**config.mk**
```make
export PLATFORM = sky130hd
export DESIGN_NAME = xy_path_sequencer_flat
export DESIGN_NICKNAME = d
export VERILOG_FILES = /design/src/rtl/xy_path_sequencer_if.sv /design/src/rtl/xy_path_sequencer.sv /design/src/flat_wrapper.sv
export SDC_FILE = /design/constraint.sdc
export NUM_CORES = 1
export LEC_CHECK = 0
export CAP_MARGIN = 20
export CELL_PAD_IN_SITES_DETAIL_PLACEMENT = 2
export CELL_PAD_IN_SITES_GLOBAL_PLACEMENT = 2
export CORE_ASPECT_RATIO = 1.5
export CORE_MARGIN = 5
export CORE_UTILIZATION = 40
export DETAILED_ROUTE_END_ITERATION = 16
export PLACE_DENSITY_LB_ADDON = 0.1
export SKIP_LAST_GASP = 1
export SLEW_MARGIN = 20
export SYNTH_ARGS = -nofsm -noshare
export SYNTH_HDL_FRONTEND = slang
export SYNTH_SLANG_ARGS = --single-unit
```
**constraint.sdc**
```tcl
create_clock -name clk -period 2.9 [get_ports clk]
set_input_delay 0.58 -clock clk [delete_from_list [all_inputs] [get_ports clk]]
set_output_delay 0.58 -clock clk [all_outputs]
set_load 0.01 [all_outputs]
```
**src/rtl/xy_path_sequencer_if.sv**
```systemverilog
// ---------------------------------------------------------------------------
// xy_path_sequencer_if
// Bundles the waypoint-write, run-control, position-feedback, target and
// status signals of the XY path sequencer.
//   master : the controller / positioner side (drives writes, controls, pos)
//   slave  : the sequencer side (drives targets, motion request, status)
// Parameter DEPTH must match the DEPTH of the connected sequencer.
// ---------------------------------------------------------------------------
interface xy_path_sequencer_if #(
   parameter int DEPTH = 8
);
   localparam int IDX_W = $clog2(DEPTH);

   // waypoint write (BCD digits)
   logic             wr_en;
   logic [3:0]       wr_x;
   logic [3:0]       wr_y;
   // run control
   logic             start;
   logic             abort;
   logic             clear;
   // position feedback from the positioner (BCD)
   logic [3:0]       x_pos;
   logic [3:0]       y_pos;
   // target presented to the positioner (BCD)
   logic [3:0]       x_target;
   logic [3:0]       y_target;
   logic             motion;
   // status
   logic             busy;
   logic             done;
   logic [IDX_W-1:0] wp_idx;
   logic [IDX_W:0]   wp_count;
   logic             overflow;
   logic             bcd_err;
   logic             timeout;

   modport master (
      output wr_en, wr_x, wr_y, start, abort, clear, x_pos, y_pos,
      input  x_target, y_target, motion, busy, done, wp_idx, wp_count,
             overflow, bcd_err, timeout
   );

   modport slave (
      input  wr_en, wr_x, wr_y, start, abort, clear, x_pos, y_pos,
      output x_target, y_target, motion, busy, done, wp_idx, wp_count,
             overflow, bcd_err, timeout
   );
endinterface

```
**src/rtl/xy_path_sequencer.sv**
```systemverilog
// ---------------------------------------------------------------------------
// xy_path_sequencer
// Stores up to DEPTH BCD (X,Y) waypoints and, on start, presents them one at
// a time to an XY positioner: each waypoint is issued with a motion request,
// held until the fed-back position matches, then motion is dropped for
// SETTLE_CYC cycles before the next waypoint. A one-cycle done pulse ends
// the path.
//
// Ports:
//   clk    : single clock, all state changes on the rising edge
//   reset  : synchronous, active-high reset
//   bus    : xy_path_sequencer_if.slave
//            in : wr_en/wr_x/wr_y, start, abort, clear, x_pos/y_pos
//            out: x_target/y_target, motion, busy, done, wp_idx, wp_count,
//                 overflow, bcd_err, timeout
//
// Configuration:
//   TIMEOUT_EN (macro) : when defined, an 8-bit MOVE watchdog sends the FSM
//                        to FAULT after 255 MOVE cycles without arrival and
//                        sets the sticky timeout flag. When undefined, MOVE
//                        waits indefinitely and timeout is tied low.
// ---------------------------------------------------------------------------
module xy_path_sequencer #(
   parameter int DEPTH      = 8,
   parameter int SETTLE_CYC = 2
) (
   input  logic               clk,
   input  logic               reset,
   xy_path_sequencer_if.slave bus
);

   localparam int IDX_W = $clog2(DEPTH);
   localparam int CNT_W = IDX_W + 1;

   typedef enum logic [2:0] {
      S_IDLE,
      S_ISSUE,
      S_MOVE,
      S_SETTLE,
`ifdef TIMEOUT_EN
      S_DONE,
      S_FAULT
`else
      S_DONE
`endif
   } state_t;

   state_t           r_state;
   logic [3:0]       r_buf_x [DEPTH];
   logic [3:0]       r_buf_y [DEPTH];
   logic [3:0]       r_x_target;
   logic [3:0]       r_y_target;
   logic             r_motion;
   logic             r_busy;
   logic             r_done;
   logic [IDX_W-1:0] r_wp_idx;
   logic [CNT_W-1:0] r_wp_count;
   logic             r_overflow;
   logic             r_bcd_err;
   logic [3:0]       r_settle_cnt;
`ifdef TIMEOUT_EN
   logic [7:0]       r_wdog;
   logic             r_timeout;
`endif

   logic             w_bcd_ok;
   logic             w_full;
   logic             w_append;
   logic             w_arrive;
   logic             w_last;
   logic [IDX_W-1:0] w_next_idx;

   assign w_bcd_ok   = (bus.wr_x <= 4'd9) && (bus.wr_y <= 4'd9);
   assign w_full     = (r_wp_count == CNT_W'(DEPTH));
   // clear takes precedence over a write presented in the same cycle
   assign w_append   = (r_state == S_IDLE) && bus.wr_en && !bus.clear
                       && w_bcd_ok && !w_full;
   assign w_arrive   = (bus.x_pos == r_x_target) && (bus.y_pos == r_y_target);
   assign w_last     = ({1'b0, r_wp_idx} == (r_wp_count - CNT_W'(1)));
   assign w_next_idx = r_wp_idx + IDX_W'(1);

   // NOTE: the waypoint RAM has no reset; its contents are only meaningful
   // below wp_count, which is reset, so clearing it would only cost logic.
   always_ff @(posedge clk) begin
      if (w_append) begin
         r_buf_x[r_wp_count[IDX_W-1:0]] <= bus.wr_x;
         r_buf_y[r_wp_count[IDX_W-1:0]] <= bus.wr_y;
      end
   end

   always_ff @(posedge clk) begin
      if (reset) begin
         r_state      <= S_IDLE;
         r_x_target   <= 4'd0;
         r_y_target   <= 4'd0;
         r_motion     <= 1'b0;
         r_busy       <= 1'b0;
         r_done       <= 1'b0;
         r_wp_idx     <= '0;
         r_wp_count   <= '0;
         r_overflow   <= 1'b0;
         r_bcd_err    <= 1'b0;
         r_settle_cnt <= 4'd0;
`ifdef TIMEOUT_EN
         r_wdog       <= 8'd0;
         r_timeout    <= 1'b0;
`endif
      end else begin
         // NOTE: done defaults low every cycle and is only raised on the
         // SETTLE->DONE transition, which makes it a single-cycle pulse;
         // a later non-blocking assignment in this block overrides it.
         r_done <= 1'b0;

         if ((r_state != S_IDLE) && bus.abort) begin
            // abort wins over start, arrival and every other transition
            r_state  <= S_IDLE;
            r_motion <= 1'b0;
            r_busy   <= 1'b0;
         end else begin
            case (r_state)
               S_IDLE: begin
                  if (bus.clear) begin
                     r_wp_count <= '0;
                     r_overflow <= 1'b0;
                     r_bcd_err  <= 1'b0;
`ifdef TIMEOUT_EN
                     r_timeout  <= 1'b0;
`endif
                  end else begin
                     if (bus.wr_en) begin
                        if (w_full)    r_overflow <= 1'b1;
                        if (!w_bcd_ok) r_bcd_err  <= 1'b1;
                        if (w_append)  r_wp_count <= r_wp_count + CNT_W'(1);
                     end
                     if (bus.start && (r_wp_count != '0)) begin
                        // target and motion are loaded on entry so they are
                        // already valid during the ISSUE cycle
                        r_state    <= S_ISSUE;
                        r_busy     <= 1'b1;
                        r_wp_idx   <= '0;
                        r_x_target <= r_buf_x[0];
                        r_y_target <= r_buf_y[0];
                        r_motion   <= 1'b1;
                     end
                  end
               end

               S_ISSUE: begin
                  r_state <= S_MOVE;
`ifdef TIMEOUT_EN
                  r_wdog  <= 8'd0;
`endif
               end

               S_MOVE: begin
                  if (w_arrive) begin
                     r_state      <= S_SETTLE;
                     r_motion     <= 1'b0;
                     r_settle_cnt <= 4'd0;
`ifdef TIMEOUT_EN
                  end else if (r_wdog == 8'd254) begin
                     // this is the 255th MOVE cycle without arrival
                     r_wdog    <= 8'd255;
                     r_state   <= S_FAULT;
                     r_motion  <= 1'b0;
                     r_timeout <= 1'b1;
                  end else begin
                     r_wdog <= r_wdog + 8'd1;
`endif
                  end
               end

               S_SETTLE: begin
                  if (r_settle_cnt == 4'(SETTLE_CYC - 1)) begin
                     if (w_last) begin
                        r_state <= S_DONE;
                        r_done  <= 1'b1;
                     end else begin
                        r_state    <= S_ISSUE;
                        r_wp_idx   <= w_next_idx;
                        r_x_target <= r_buf_x[w_next_idx];
                        r_y_target <= r_buf_y[w_next_idx];
                        r_motion   <= 1'b1;
                     end
                  end else begin
                     r_settle_cnt <= r_settle_cnt + 4'd1;
                  end
               end

               S_DONE: begin
                  // targets keep the last waypoint; buffer and count retained
                  r_state <= S_IDLE;
                  r_busy  <= 1'b0;
               end

`ifdef TIMEOUT_EN
               S_FAULT: begin
                  // held here with busy high until abort or reset
                  r_state <= S_FAULT;
               end
`endif

               default: begin
                  r_state  <= S_IDLE;
                  r_motion <= 1'b0;
                  r_busy   <= 1'b0;
               end
            endcase
         end
      end
   end

   assign bus.x_target = r_x_target;
   assign bus.y_target = r_y_target;
   assign bus.motion   = r_motion;
   assign bus.busy     = r_busy;
   assign bus.done     = r_done;
   assign bus.wp_idx   = r_wp_idx;
   assign bus.wp_count = r_wp_count;
   assign bus.overflow = r_overflow;
   assign bus.bcd_err  = r_bcd_err;
`ifdef TIMEOUT_EN
   assign bus.timeout  = r_timeout;
`else
   assign bus.timeout  = 1'b0;
`endif

endmodule

```
**src/flat_wrapper.sv**
```systemverilog
// flat-port wrapper written by rule: the top's interface ports become plain ports
module xy_path_sequencer_flat 
#(
   parameter int DEPTH      = 8,
   parameter int SETTLE_CYC = 2
)
  (clk, reset, bus_wr_en, bus_wr_x, bus_wr_y, bus_start, bus_abort, bus_clear, bus_x_pos, bus_y_pos, bus_x_target, bus_y_target, bus_motion, bus_busy, bus_done, bus_wp_idx, bus_wp_count, bus_overflow, bus_bcd_err, bus_timeout);
  xy_path_sequencer_if #(.DEPTH(DEPTH)) bus_i ();
  input  logic clk;
  input  logic reset;
  input wire logic [$bits(bus_i.wr_en)-1:0] bus_wr_en;
  input wire logic [$bits(bus_i.wr_x)-1:0] bus_wr_x;
  input wire logic [$bits(bus_i.wr_y)-1:0] bus_wr_y;
  input wire logic [$bits(bus_i.start)-1:0] bus_start;
  input wire logic [$bits(bus_i.abort)-1:0] bus_abort;
  input wire logic [$bits(bus_i.clear)-1:0] bus_clear;
  input wire logic [$bits(bus_i.x_pos)-1:0] bus_x_pos;
  input wire logic [$bits(bus_i.y_pos)-1:0] bus_y_pos;
  output wire logic [$bits(bus_i.x_target)-1:0] bus_x_target;
  output wire logic [$bits(bus_i.y_target)-1:0] bus_y_target;
  output wire logic [$bits(bus_i.motion)-1:0] bus_motion;
  output wire logic [$bits(bus_i.busy)-1:0] bus_busy;
  output wire logic [$bits(bus_i.done)-1:0] bus_done;
  output wire logic [$bits(bus_i.wp_idx)-1:0] bus_wp_idx;
  output wire logic [$bits(bus_i.wp_count)-1:0] bus_wp_count;
  output wire logic [$bits(bus_i.overflow)-1:0] bus_overflow;
  output wire logic [$bits(bus_i.bcd_err)-1:0] bus_bcd_err;
  output wire logic [$bits(bus_i.timeout)-1:0] bus_timeout;
  assign bus_i.wr_en = bus_wr_en;
  assign bus_i.wr_x = bus_wr_x;
  assign bus_i.wr_y = bus_wr_y;
  assign bus_i.start = bus_start;
  assign bus_i.abort = bus_abort;
  assign bus_i.clear = bus_clear;
  assign bus_i.x_pos = bus_x_pos;
  assign bus_i.y_pos = bus_y_pos;
  assign bus_x_target = bus_i.x_target;
  assign bus_y_target = bus_i.y_target;
  assign bus_motion = bus_i.motion;
  assign bus_busy = bus_i.busy;
  assign bus_done = bus_i.done;
  assign bus_wp_idx = bus_i.wp_idx;
  assign bus_wp_count = bus_i.wp_count;
  assign bus_overflow = bus_i.overflow;
  assign bus_bcd_err = bus_i.bcd_err;
  assign bus_timeout = bus_i.timeout;
  xy_path_sequencer #(.DEPTH(DEPTH), .SETTLE_CYC(SETTLE_CYC)) u_core (.clk(clk), .reset(reset), .bus(bus_i));
endmodule
```
---- Yosys cells after proc, flatten, opt, wreduce, memory -nomap -nowiden ----
Memories as Yosys holds them, arrays and structs flattened.
Cells that the tools add are included.
word-level totals
  memory bits (writable) .................. 64
  memories ................................ 2
  bits in registers ....................... 27
  output and inout bits ................... 21
  input bits .............................. 22
operators by class
  bitwise logic cells ..................... 5
  equal/unequal tests ..................... 16
  $lt $le $gt $ge ......................... 2
  add/subtract/negate cells ............... 4
  multiplexer cells ....................... 43
  reduce and logical (&&, ||, !) cells .... 30
memories
  memory          depth  width  read ports  clocked after memory_dff  wr ports  RTL line                 text
  u_core.r_buf_x  8      4      2           0                         1         xy_path_sequencer.sv:49  logic [3:0] r_buf_x [DEPTH];
  u_core.r_buf_y  8      4      2           0                         1         xy_path_sequencer.sv:50  logic [3:0] r_buf_y [DEPTH];
operators with widths
  operator               number
  $mux W4                13
  $mux W3                9
  $pmux W4 S2            3
  $reduce_and A4 Y1      5
  $mux W1                14
  $pmux W3 S4            1
  $reduce_and A6 Y1      2
  $ne A2 B2 Y1 const B   5
  $reduce_bool A2 Y1     5
  $add A4 B1 Y4 const B  2
  $eq A4 B4 Y1           2
  $le A4 B4 Y1 const B   2
  $logic_and A1 B1 Y1    8
  $eq A3 B2 Y1 const B   2
  $pmux W3 S2            1
  $not A1 Y1             5
  $eq A3 B4 Y1           1
  $eq A4 B1 Y1 const B   1
  $eq A4 B4 Y1 const B   1
  $ne A2 B1 Y1 const B   2
  $pmux W1 S4            1
  $reduce_bool A4 Y1     1
  $reduce_or A2 Y1       2
  $reduce_or A4 Y1       1
  other kinds (10)       11

---- Longest topological paths before layout ----
  depth in word-level cells ............... 8
  depth in mapped cells ................... 8
  depth with buffers taken out ............ 7

---- Worst setup path after synthesis ----
No wires, ideal clock.
  kind .................................... reg2reg
  start ................................... register u_core.r_wp_count[0] (netlist: u_core.bus.wp_count[0])
  end ..................................... memory u_core.r_buf_x[0][0], enable pin
  arrival time ............................ 1.985 ns
  cell stages (with the launch flop) ...... 8
  setup slack ............................. 0.532 ns
  data required time ...................... 2.517 ns
  path buffers ............................ 0
  cells stage by stage .................... dfxtp_1 > inv_1 > ha_1 > nand3b_1 > and3_1 > and2_1 > nand2_1 > nor3_1
between the ends
  word-level cells in the longest chain between the ends .. 5
RTL lines
  what                           RTL line                  text
  from (decl)                    xy_path_sequencer.sv:57   logic [CNT_W-1:0] r_wp_count;
  from (signal assigned)         xy_path_sequencer.sv:133  if (w_append) r_wp_count <= r_wp_count + CNT_W'(1);
  $eq A4 B4 Y1                   xy_path_sequencer.sv:74   assign w_full = (r_wp_count == CNT_W'(DEPTH));
  $logic_not A1 Y1               xy_path_sequencer.sv:77   && w_bcd_ok && !w_full;
  $logic_and A1 B1 Y1            xy_path_sequencer.sv:77
  $mux W1                        xy_path_sequencer.sv:85   if (w_append) begin
  $mux W1 (not written as such)  xy_path_sequencer.sv:86   r_buf_x[r_wp_count[IDX_W-1:0]] <= bus.wr_x;
  to (decl)                      xy_path_sequencer.sv:49
Parallel ways exist; a longest one is shown, timed or not.

---- Final worst setup path ----
  start ................................... register u_core.r_wp_count[0] (netlist: u_core.bus.wp_count[0])
  end ..................................... register u_core.r_wp_idx[2] (netlist: u_core.bus.wp_idx[2])
between the ends
  word-level cells in the longest chain between the ends .. 4
  elaborated cells between the ends (all ways) .. 7
  classes of those cells .................. 1 x add/sub; 3 x eq/ne; 3 x reduce/logical
RTL lines
  what                                                        RTL line                                           text
  $sub A4 B1 Y4 / $reduce_bool A4 Y1 (equally long branches)  xy_path_sequencer.sv:79, xy_path_sequencer.sv:135
  $eq A3 B4 Y1 / $logic_and A1 B1 Y1 (equally long branches)  xy_path_sequencer.sv:79, xy_path_sequencer.sv:135
  $ne A2 B2 Y1 (no line)                                      n/a
  $reduce_and A6 Y1 (no line) (*)                             n/a
  to (signal assigned)                                        xy_path_sequencer.sv:180                           r_wp_idx <= w_next_idx;
  to (decl)                                                   xy_path_sequencer.sv:56                            logic [IDX_W-1:0] r_wp_idx;
Mark *: on every way between the ends. The rest lies on a longest branch, timed or not.
A chain may end at the register's enable or synchronous reset.

==> metrics.md <==
| Metric | Value |
|---|---|
| Status | `complete, no violations` |
| TritonCTS Buffers | `9` |
| Site row count | `45` |
| Cells on Worst Hold Path | `2` |
| Detailed Routing Iterations Pass 1 | `4` |
| WHS | `0.476 ns` |
| Number of antenna cells inserted | `0` |
| Setup tns final | `0 ns` |
| Area grow syn2layout | `22.4%` |
| I/O Buffers | `between 40 and 50` |
| H-tree levels | `3` |
| Clk Latency, worst-skew pair | `0.34 ns` |
| Hpwl dp | `7930 um` |
| F_max | `about 390 MHz` |
| CORE AREA | `0.0101 mm^2` |
| Critical Path Source Type | `register` |
| Hold Fails Final Rpt | `0` |
| DRC marker count from the first detailed-route iteration | `109` |
| Final setup vio count | `0` |
| Root Driver | `clkbuf_16` |
| FILL cells | `between 900 and 1000` |
| Maxcap violations | `0` |
| Global Route Usage Sum | `18.4%` |
| Gp weighted congestion | `0.762` |
| Synth unique cells | `48` |
| Max IR drop VDD | `roughly 0.38 mV` |
| Slowest CP cell | `o21ai_1` |
| Largest net degree at the start of global routing | `25` |
| R2r startpoint | `u_core.bus.wp_count[0]` |
| Antenna violations before repair | `0` |
| Post-DR wirelength/cell | `22.0 um` |
| Net count reported at finish | `386` |
| I/O Pins | `43` |
| RR Endpoint | `u_core.bus.wp_idx[2]` |
| Worst path top cell family by delay | `compound AO/OA/AOI/OAI gates` |
| Routed Antenna Nets | `0` |
| Crit-path max cell delay | `0.72 ns` |
| Buffers & Inverters on Critical Path | `1` |
| CP max FO | `11` |
| Height of the die | `approximately 130 um` |
| Clk sinks | `91` |
| CTS tree | `done` |
| GRT Residual Overflow | `0` |
| Min-delay worst type | `register to register` |
| Switching fraction of total power | `between 20% and 30%` |
| Via Count | `2727` |
| Hold_buf cts | `0` |
| Final Skew | `about 0.0064 ns` |
| Number of flops mapped to enable cells by yosys | `64` |
| CP cell instances | `inv_1 > ha_1 > xor2_1 > nand2_1 > o21ai_1 > nand3_1 > a31oi_1` |
| Global-route wire length before repair | `between 15000 and 20000 um` |
| Hold_sp | `u_core.bus.bcd_err` |
| Starting Density | `~41%` |
| WHS Endpoint | `u_core.bus.bcd_err` |
| Reg2reg path depth | `7` |
| Layout cell share with drive strength beyond 1 | `16.2%` |
| Post-synthesis sequential area ratio | `60.0%` |
| Max-slew violations | `0` |
| Power Density | `562 mW/mm^2` |
| Post-Syn Instances | `301` |
| Worst path arrival time | `around 2.8 ns` |
| DR DRC count | `0` |
| Drt total wl | `between 10000 and 15000 um` |
| P_int | `2.12 mW` |
| Final worst-path cycle share | `87.5%` |
| Post-Syn Area | `0.00411 mm^2` |
| Post-synth top flop | `edfxtp_1` |
| Post-Syn Area per Cell | `~14 um^2` |
| Logic pwr share | `8.1%` |
| Worst EP required | `3.17 ns` |
| Deepest clock path buffer count | `2` |
| Switch Pwr | `0.704 mW` |
| RSZ-0062 raised after global routing | `false` |
| # Post-CTS Setup Buffers | `0` |
| Min Clock Period, post-route | `2.54 ns` |
| Clock power frac | `40.6%` |
| Leak pwr | `1.68 nW` |
| Die W | `about 93 um` |
| FFs w/ async S/R, synth | `0%` |
| Via count of the first global-routing pass | `roughly 3000` |
| Max transition margin | `42.1%` |
| Reg clk slew, reported paths | `0.07 ns` |
| Vias per cell | `5.67` |
| Die area | `0.0124 mm^2` |
| Worst-Margin Slew | `0.863 ns` |
| Sequential power share | `51.3%` |
| Tot Pwr | `between 2 and 3 mW` |
| Worst reg2reg setup slack | `~0.36 ns` |
| WS Path Type | `register to register` |
| Syn_nets | `328` |
| Resize count post-CTS | `0` |
| Worst setup EP type | `register` |
| Ys Warns | `0` |
| #FFs+latches synth | `91` |
-- power by group through the flow --
stage	Combinational [mW]	Sequential [mW]	Clock, mW
final	0.228	1.45	1.15
after global placement	0.223	1.48	0
after global routing	0.252	1.45	1.25
after CTS	0.232	1.45	1.18
after detailed placement	0.230	1.48	0
after floorplan	0.126	1.45	0
-- cells by family after synthesis --
family | count (synthesis) | share of synthesized area (%)
AND/OR/NAND/NOR | 96 | 12.8
flip-flops | 91 | 60.0
AO/OA/AOI/OAI | 46 | 7.89
multiplexers | 26 | 11.2
buffers and inverters | 23 | 2.96
XOR/XNOR | 13 | 3.57
adder cells (fa/ha/maj) | 5 | 1.52
other | 1 | 0.0913
-- worst max path at each step --
| stage | slack, ns | to | from | depth (start not counted) |
|---|---|---|---|---|
| 2_1_floorplan | 0.53 | u_core.r_buf_x[0][0] | u_core.bus.wp_count[0] | 7 |
| 3_3_place_gp | 0.26 | u_core.r_buf_x[0][0] | bus_wr_y[1] | 7 |
| 3_5_place_dp | 0.03 | u_core.r_buf_x[0][2] | bus_wr_y[1] | 7 |
| 4_1_cts | 0.35 | u_core.bus.wp_idx[2] | u_core.bus.wp_count[0] | 7 |
| 5_1_grt | 0.15 | u_core.bus.y_target[1] | u_core.bus.wp_count[0] | 7 |
| 6_report | 0.36 | u_core.bus.wp_idx[2] | u_core.bus.wp_count[0] | 7 |
-- cell usage after synthesis, types with 2 or more instances --
master / number / share of area, %
a41oi_1: 2 / 0.43
a21oi_1: 11 / 1.3
xor2_1: 11 / 2.3
a211o_1: 4 / 0.85
and3_1: 2 / 0.30
nand2_1: 18 / 1.6
o221ai_1: 4 / 0.85
mux2i_1: 10 / 2.4
o21ai_1: 5 / 0.61
buf_4: 6 / 1.1
dfxtp_1: 27 / 13
mux4_2: 16 / 8.8
ha_1: 5 / 1.5
nor4_1: 6 / 0.91
nand3b_1: 5 / 0.91
nor2b_1: 4 / 0.61
nand2b_1: 5 / 0.76
nor2_1: 24 / 2.2
nand4b_1: 5 / 1.1
nand3_1: 9 / 1.1
buf_2: 7 / 0.85
nor3_1: 8 / 0.98
o21ai_0: 7 / 0.85
edfxtp_1: 64 / 47
a31oi_1: 4 / 0.61
or3_1: 2 / 0.30
nor3b_1: 2 / 0.37
inv_1: 8 / 0.73
-- area by class of cell --
type	instances	area, um^2	area share [%]
Sequential cell	91	2460	49.0
Multi-Input combinational cell	187	1520	30.3
Timing Repair Buffer	62	568	11.3
Clock buffer	9	225	4.48
Tap cell	117	146	2.91
Clock inverter	7	72.6	1.44
Inverter	8	30.0	0.597
-- layout by cell type (no fill, tap or decap), types with 4 or more instances in the layout --
master / instances
nor4_1: 6
a21oi_1: 11
buf_4: 21
nand2b_1: 5
o221ai_1: 4
a31oi_1: 4
o21ai_0: 7
ha_1: 5
o21ai_1: 5
nor2_1: 24
mux4_2: 16
clkbuf_16: 9
nand3_1: 9
a211o_1: 4
nand3b_1: 5
nand4b_1: 5
clkdlybuf4s50_1: 41
dfxtp_1: 27
xor2_1: 11
inv_1: 8
mux2i_1: 10
nor2b_1: 4
nor3_1: 8
edfxtp_1: 64
nand2_1: 18
-- sequential cells by signal, summed over array words and instances (netlist names) --
name                 count
u_core.r_buf_y          32
u_core.bus.done          1
u_core.r_state           3
u_core.bus.motion        1
u_core.bus.y_target      4
u_core.bus.wp_idx        3
u_core.bus.busy          1
u_core.bus.bcd_err       1
u_core.bus.x_target      4
u_core.r_buf_x          32
u_core.r_settle_cnt      4
u_core.bus.overflow      1
u_core.bus.wp_count      4
-- worst reg2reg max path, stage by stage, from the launching register on --
cell and delay [ns]:
dfxtp_1 0.53, inv_1 0.12, ha_1 0.35, xor2_1 0.21, nand2_1 0.17, o21ai_1 0.72
nand3_1 0.18, a31oi_1 0.18
-- metal layers --
layer | wire (um) | track usage (%)
met5 | 0 | 0
met4 | 125 | 5.62
met3 | 333 | 3.59
met2 | 5930 | 34.2
met1 | 4190 | 21.2
-- metrics by stage --
step                instance area, um^2  instances  worst slack [ns]  util [%]
floorplan                          4110        301             0.532         -
global route                       5030        481             0.149      49.9
CTS                                5030        481             0.348      49.9
detailed placement                 4730        465            0.0296      46.9
finish                             5030        481             0.364      49.9
global placement                   4730        465             0.261      46.9
Power figures use the tool's default switching activity.
